<file path="src/rtl/majority_vote_pkg.sv">
// Shared types and helpers for the majority voting FSM.
package majority_vote_pkg;

    // FSM state encoding
    typedef enum logic [1:0] {
        StIdle    = 2'd0,
        StCollect = 2'd1,
        StDecide  = 2'd2
    } state_e;

    // Ceiling log2, usable in constant expressions
    function automatic int unsigned clog2(input int unsigned v);
        int unsigned r;
        r = 0;
        while ((64'd1 << r) < 64'(v)) begin
            r = r + 1;
        end
        return r;
    endfunction

endpackage

</file>
<file path="src/rtl/vote_popcount.sv">
// Combinational ones-count of an N-bit vector, reported on CW bits.
module vote_popcount #(
    parameter int unsigned N  = 5,
    parameter int unsigned CW = 3
) (
    input  logic [N-1:0]  vec_i,
    output logic [CW-1:0] cnt_o
);

    // Sum every bit; CW is wide enough that the sum cannot wrap
    always_comb begin
        cnt_o = '0;
        for (int i = 0; i < int'(N); i++) begin
            cnt_o = cnt_o + CW'(vec_i[i]);
        end
    end

endmodule

</file>
<file path="src/rtl/majority_vote_fsm.sv">
// Timed voting session: IDLE -> COLLECT -> DECIDE -> IDLE.
// Latches the first vote of each voter, closes when everyone has voted or the
// timer runs out, then publishes pass/fail and the yes count.
// Optional feature: define VOTE_VETO_EN to give voter 0 a veto (explicit no forces pass=0).
module majority_vote_fsm
    import majority_vote_pkg::*;
#(
    parameter int unsigned N       = 5,
    parameter int unsigned THRESH  = N / 2 + 1,
    parameter int unsigned TIMEOUT = 15,
    // Derived width of yes_cnt_o; leave at its default
    parameter int unsigned CW      = clog2(N + 1)
) (
    input  logic          clk_i,
    input  logic          rst_i,
    input  logic          start_i,
    input  logic [N-1:0]  vote_stb_i,
    input  logic [N-1:0]  vote_val_i,
    output logic          busy_o,
    output logic [N-1:0]  voted_o,
    output logic          done_o,
    output logic          pass_o,
    output logic [CW-1:0] yes_cnt_o
);

    localparam int unsigned    TW         = (TIMEOUT > 1) ? clog2(TIMEOUT) : 1;
    localparam logic [TW-1:0]  TIMER_LAST = TW'(TIMEOUT - 1);
    localparam logic [CW-1:0]  THRESH_C   = CW'(THRESH);

    state_e        state_q;
    logic [TW-1:0] timer_q;
    logic [N-1:0]  voted_q;
    logic [N-1:0]  val_q;
    logic          busy_q;
    logic          done_q;
    logic          pass_q;
    logic [CW-1:0] yes_cnt_q;

    logic [N-1:0]  voted_d;
    logic [N-1:0]  new_mask;
    logic [CW-1:0] yes_cnt_d;
    logic          pass_d;

    // Only yes values from voters that actually voted are counted
    vote_popcount #(
        .N  (N),
        .CW (CW)
    ) u_popcount (
        .vec_i (val_q & voted_q),
        .cnt_o (yes_cnt_d)
    );

    // Votes accepted on this edge and the resulting voted set / verdict
    always_comb begin
        new_mask = vote_stb_i & ~voted_q;
        voted_d  = voted_q | vote_stb_i;
        pass_d   = (yes_cnt_d >= THRESH_C);
`ifdef VOTE_VETO_EN
        // An explicit no from voter 0 overrides the majority
        if (voted_q[0] && !val_q[0]) begin
            pass_d = 1'b0;
        end
`endif
    end

    // Session FSM with timer, vote latches and registered outputs
    always_ff @(posedge clk_i or posedge rst_i) begin
        if (rst_i) begin
            state_q   <= StIdle;
            timer_q   <= '0;
            voted_q   <= '0;
            val_q     <= '0;
            busy_q    <= 1'b0;
            done_q    <= 1'b0;
            pass_q    <= 1'b0;
            yes_cnt_q <= '0;
        end else begin
            done_q <= 1'b0;
            case (state_q)
                StIdle: begin
                    if (start_i) begin
                        state_q <= StCollect;
                        busy_q  <= 1'b1;
                        voted_q <= '0;
                        val_q   <= '0;
                        timer_q <= '0;
                    end
                end
                StCollect: begin
                    voted_q <= voted_d;
                    val_q   <= (val_q & ~new_mask) | (vote_val_i & new_mask);
                    timer_q <= timer_q + TW'(1);
                    if ((&voted_d) || (timer_q == TIMER_LAST)) begin
                        state_q <= StDecide;
                    end
                end
                StDecide: begin
                    yes_cnt_q <= yes_cnt_d;
                    pass_q    <= pass_d;
                    done_q    <= 1'b1;
                    busy_q    <= 1'b0;
                    state_q   <= StIdle;
                end
                default: begin
                    state_q <= StIdle;
                    busy_q  <= 1'b0;
                end
            endcase
        end
    end

    assign busy_o    = busy_q;
    assign voted_o   = voted_q;
    assign done_o    = done_q;
    assign pass_o    = pass_q;
    assign yes_cnt_o = yes_cnt_q;

endmodule

</file>
<file path="config.mk">
export PLATFORM = sky130hd
export DESIGN_NAME = majority_vote_fsm
export DESIGN_NICKNAME = d
export VERILOG_FILES = /design/src/rtl/majority_vote_pkg.sv /design/src/rtl/vote_popcount.sv /design/src/rtl/majority_vote_fsm.sv
export SDC_FILE = /design/constraint.sdc
export NUM_CORES = 1
export LEC_CHECK = 0
export ABC_AREA = 1
export CAP_MARGIN = 20
export CELL_PAD_IN_SITES_DETAIL_PLACEMENT = 0
export CELL_PAD_IN_SITES_GLOBAL_PLACEMENT = 1
export CORE_ASPECT_RATIO = 0.5
export CORE_MARGIN = 2
export CORE_UTILIZATION = 31
export CTS_CLUSTER_SIZE = 8
export DETAILED_ROUTE_END_ITERATION = 10
export PLACE_DENSITY = 0.68
export SLEW_MARGIN = 20
export SYNTH_ARGS = -nofsm -noshare
export SYNTH_HDL_FRONTEND = slang
export SYNTH_SLANG_ARGS = --single-unit
export TNS_END_PERCENT = 1
</file>
<file path="constraint.sdc">
create_clock -name clk_i -period 2.5 [get_ports clk_i]
set_input_delay 0.5 -clock clk_i [delete_from_list [all_inputs] [get_ports clk_i]]
set_output_delay 0.5 -clock clk_i [all_outputs]
set_load 0.02 [all_outputs]
</file>
Yosys cells after proc, flatten, opt, wreduce, memory -nomap -nowiden:

Cells that the tools add are included.

* bits in registers: 22
* input bits: 13
* output and inout port bits: 11

* $add $sub $neg: 5
* order comparisons: 1
* reduce and logical (&&, ||, !) cells: 7
* equality and inequality tests: 5
* bitwise logic cells: 9
* multiplexer cells: 11

Operators by type and width (number)
* 5-bit AND: 4
* 5-bit case mux with 2 select lines: 2
* 5-bit inverter: 2
* 5-bit bitwise OR: 2
* 3-bit by 1-bit adder with 3-bit output: 3
* 4-bit case mux with 2 select lines: 1
* 2-bit AND reduction: 3
* 5-bit 2-to-1 mux: 1
* 5-bit AND reduction: 1
* 4-bit by 1-bit adder with 4-bit output (second input constant): 1
* 4-bit == test (second input constant): 1
* 2-bit 2-to-1 mux: 2
* 4-bit 2-to-1 mux: 1
* 2-bit inequality test (second input constant): 2
* 2-bit case mux with 2 select lines: 1
* 3-bit by 2-bit >= comparator with 1-bit output (second input constant): 1
* 1-bit by 1-bit adder with 2-bit output: 1
* 2-bit by 1-bit == test with 1-bit output (second input constant): 1
* 2-bit == test (second input constant): 1
* 2-bit logical NOT: 1
* 1-bit 2-to-1 mux: 2
* 1-bit case mux with 2 select lines: 1
* 2-bit nonzero test: 1
* 1-bit logical OR: 1
* 1-bit inverter: 1

Longest topological paths before layout:

Gate-level depths: netlist of the first run.

* word-level depth: 6
* gate-level depth with buffers: 10
* mapped depth without buffers: 10

Modules after synthesis:

Synthesis of the first run repeated with hierarchy kept, for this count alone.

* cells, all modules: 131
* area, all modules: 1081.0 um^2

By module, submodules not included
* majority_vote_fsm: seq. area each 550.5 um^2, cells each 123, instances 1, area each 1009.7 um^2
* vote_popcount: seq. area each 0.0 um^2, cells each 8, instances 1, area each 71.3 um^2

Worst setup path after synthesis of the first run:

OpenSTA, ideal clock, no wires.

* path type: reg2reg
* start point: reg voted_q[0], in the netlist voted_o[0]
* end point: reg pass_q, in the netlist pass_o
* slack: 0.096 ns
* required time: 2.377 ns
* arrival: 2.282 ns
* stages on the path, launching flop included: 11
* path through: dfrtp_1 nand2_1 inv_1 ha_1 inv_1 fa_1 inv_1 ha_1 fa_1 a21oi_1 o21ai_1

* longest elaborated chain between the ends: 6

RTL lines
* start, declared: line majority_vote_fsm.sv:32 `logic [N-1:0] voted_q;`
* start signal, assigned: line majority_vote_fsm.sv:90 `voted_q <= voted_d;`
* 5-bit AND: line majority_vote_fsm.sv:49 `.vec_i (val_q & voted_q),`
* 1-bit by 1-bit adder with 2-bit output: line vote_popcount.sv:14 `cnt_o = cnt_o + CW'(vec_i[i]);`
* 3-bit by 1-bit adder with 3-bit output (3 in a row): line vote_popcount.sv:14
* net u_popcount.cnt_o[1]: line vote_popcount.sv:7 `output logic [CW-1:0] cnt_o`
* 3-bit by 2-bit >= comparator with 1-bit output: line majority_vote_fsm.sv:57 `pass_d = (yes_cnt_d >= THRESH_C);`
* end signal, assigned: line majority_vote_fsm.sv:99 `pass_q <= pass_d;`
* end, declared: line majority_vote_fsm.sv:36 `logic pass_q;`

The timed path passes the listed nets, and every way through them passes these cells.
A chain may end at the register's enable or synchronous reset.

Worst setup path in the final report of the first run:

Same ends and word-level chain as after synthesis.

==> impl_metrics.json, run 1 <==
{
  "cpPeakStageDelay_ps": 530,
  "finalClockSkew_ps": 7.94,
  "nFillCells": 350,
  "grtUsageTotal": 0.124,
  "clock.fmax_ghz": 0.424,
  "clockBufferDepth": 2,
  "path_common_cell": "inv_1",
  "yosysSeqAreaShare": 0.510,
  "antenna_found_initial": 0,
  "gp_congestion": 0.704,
  "syn2layout_area_growth_pct": 34.0,
  "fin_nets": 176,
  "grt_use_met2": 0.200,
  "relSlewSlack": 0.687,
  "worstSetupStartpointType": "flip-flop",
  "drive_gt1_frac": 0.0705,
  "dp_slack_ps": 121,
  "p_leak_nw": 0.725,
  "syn_nets": 147,
  "irDropWorstVdd_mv": 0.532,
  "layout_commonest_cell": "nand2_1",
  "cts.htree.levels": 1,
  "crit_path_end_kind": "flip-flop",
  "setup_slack_ps": 141,
  "netlist.area_leader.share": 0.510,
  "grt_pass1_vias": 824,
  "yosys_warnings": 0,
  "finalSetupViolCount": 0,
  "via_count": 887,
  "die_x_um": 87.4,
  "min_period_ps": 2360,
  "die_y_um": 45.7,
  "wl_mm": 2.27,
  "cpMaxStageDelayCell": "fa_1",
  "drc": 0,
  "slew_viol_final": 0,
  "rsz0062_at_grt": "no",
  "cts_setup_buffers": 0,
  "initialDrtViolationCount": 76,
  "grt_max_degree": 23,
  "place_area_um2": 1370,
  "rows": 15,
  "use_met1": 0.168,
  "final_cell_mix": "nand2_1, inv_1, clkdlybuf4s50_1, dfrtp_1, o21ai_0",
  "synth_area_um2": 1080,
  "cp.arrival_ps": 2520,
  "tns_ps": 0,
  "grt_pass1_wl_mm": 3.76,
  "finalCritPeriodShare": 0.944,
  "max_cap_violations": 0,
  "design_power_total_w": 0.00183,
  "required_ps": 2660,
  "synth_cell_types": 17,
  "synth_seq_cells": 22,
  "numPortBuffers": 23,
  "path_clk_slew_ps": 80,
  "cts_sinks": 22,
  "initial_core_util": 0.319,
  "ctsResizeCount": 0,
  "grt-ovfl-total": 0,
  "grtUsageMet3": 0.0380,
  "crit_type": "flip-flop to flip-flop",
  "cts-root-buf": "clkbuf_8",
  "synth_cells": 128,
  "cts_tree": "done",
  "core_um2": 3380,
  "finish.utilization": 0.428,
  "crit_chain": "nand2_1 > inv_1 > ha_1 > inv_1 > fa_1 > inv_1 > ha_1 > fa_1 > a21oi_1 > o21ai_1",
  "worst_pin_slew_ps": 468,
  "clk_latency_ps": 260,
  "dieArea_um2": 4000,
  "n_antenna_cell": 0,
  "io_pins": 24,
  "final_area_um2": 1450,
  "hpwl_mm": 1.69,
  "powerDensity_nw_per_um2": 1270,
  "synthTopCellsByArea": "dfrtp_1, nand2_1, inv_1",
  "cts_inserted_buffers": 3,
  "firstDrtPassIters": 4,
  "finalHoldViolations": 0,
  "min_path_type": "flip-flop to flip-flop",
  "cp_max_fo": 2,
  "routed_via_density": 4.48,
  "synth.avg_cell_area_um2": 8.43,
  "cts_hold_buf": 0,
  "grt_busiest_layer": "met2",
  "status": "complete, no violations",
  "yosysTopAreaCell": "dfrtp_1",
  "antenna_left": 0,
  "wire_per_inst_um": 11.5
}
[kinds of logic (layout without fill, tap and decap cells)]
kind of cell             Yosys count  in the layout  share of synthesized area
AND/OR/NAND/NOR                   47             47                      0.183
AO/OA/AOI/OAI                     27             27                      0.130
buffers and inverters             26             54                     0.0928
flip-flops                        22             22                      0.510
adder cells (fa/ha/maj)            6              6                     0.0835
[cells in the mapped netlist]
cell and instances:
buf_2 2, inv_1 23, or2_2 1, o21ai_0 9, nor2_1 7, inv_2 1
nand2_1 30, nand3_2 1, nand2_2 1, dfrtp_1 22, o22ai_1 4, fa_1 2
ha_1 4, o21ai_1 7, a21oi_1 7, nand4_1 1, nand3_1 6
[registers in the layout (all words and copies together) (netlist names)]
register   count
pass_o         1
state_q        2
yes_cnt_o      3
voted_o        5
busy_o         1
val_q          5
done_o         1
timer_q        4
[where the power goes]
| part | leakage (nW) | total [W] | switching [W] | internal [W] |
|---|---|---|---|---|
| Sequential | 0.277 | 0.000619 | 0.000108 | 0.000511 |
| Clock | 0.0357 | 0.000330 | 0.000116 | 0.000214 |
| Combinational | 0.412 | 0.000880 | 0.000518 | 0.000361 |
[worst max-delay path, delay by kind of cell (launching register included)]
family / cells / cell delay (ps)
buf+inv: 3 / 140
compound gates: 2 / 230
fa+ha+maj: 4 / 1440
simple gates: 1 / 70
flops: 1 / 380
[layout make-up]
class	count	area [µm²]	share of cell area
clock buffer	3	41.3	0.0286
clock inverter	1	30.0	0.0208
inverter	24	90.1	0.0623
multi-input combinational	80	428	0.296
sequential	22	551	0.381
tap	42	52.6	0.0364
timing repair buffer	26	253	0.175
[routing by layer]
layer | up-vias | routed length, µm | part of all wire
met5 | - | 0 | 0
met4 | 0 | 11 | 0.0048
met3 | 2 | 67 | 0.029
met2 | 15 | 995 | 0.44
met1 | 409 | 1200 | 0.53
li1 | 461 | - | -
[per-stage QoR]
step	cells	hold WS [ps]
finish	198	476
global route	198	515
CTS	197	484
detailed placement	193	463
global placement	193	455
floorplan	128	489
[path summary, 6_finish.rpt]
check                          endpoint  cells past startpoint  slack [ps]    startpoint
max                              pass_o                     10         140    voted_o[0]
min                        yes_cnt_o[1]                      2         480  yes_cnt_o[1]
max reg2reg                      pass_o                     10         140    voted_o[0]
min reg2reg                yes_cnt_o[1]                      2         480  yes_cnt_o[1]
max in group asynchronous      val_q[0]                      3        1700         rst_i
min in group asynchronous        busy_o                      3         560         rst_i
(Power assumes the default switching activity.)
==> run 2, diff against run 1 <==
--- a/config.mk
+++ b/config.mk
@@ -6,7 +6,7 @@
 export NUM_CORES = 1
 export LEC_CHECK = 0
 export ABC_AREA = 1
-export CAP_MARGIN = 20
+export CAP_MARGIN = 10
 export CELL_PAD_IN_SITES_DETAIL_PLACEMENT = 0
 export CELL_PAD_IN_SITES_GLOBAL_PLACEMENT = 1
 export CORE_ASPECT_RATIO = 0.5
==> results of run 2 <==
No change in the layout: final DEF, timing and power equal those of run 1.
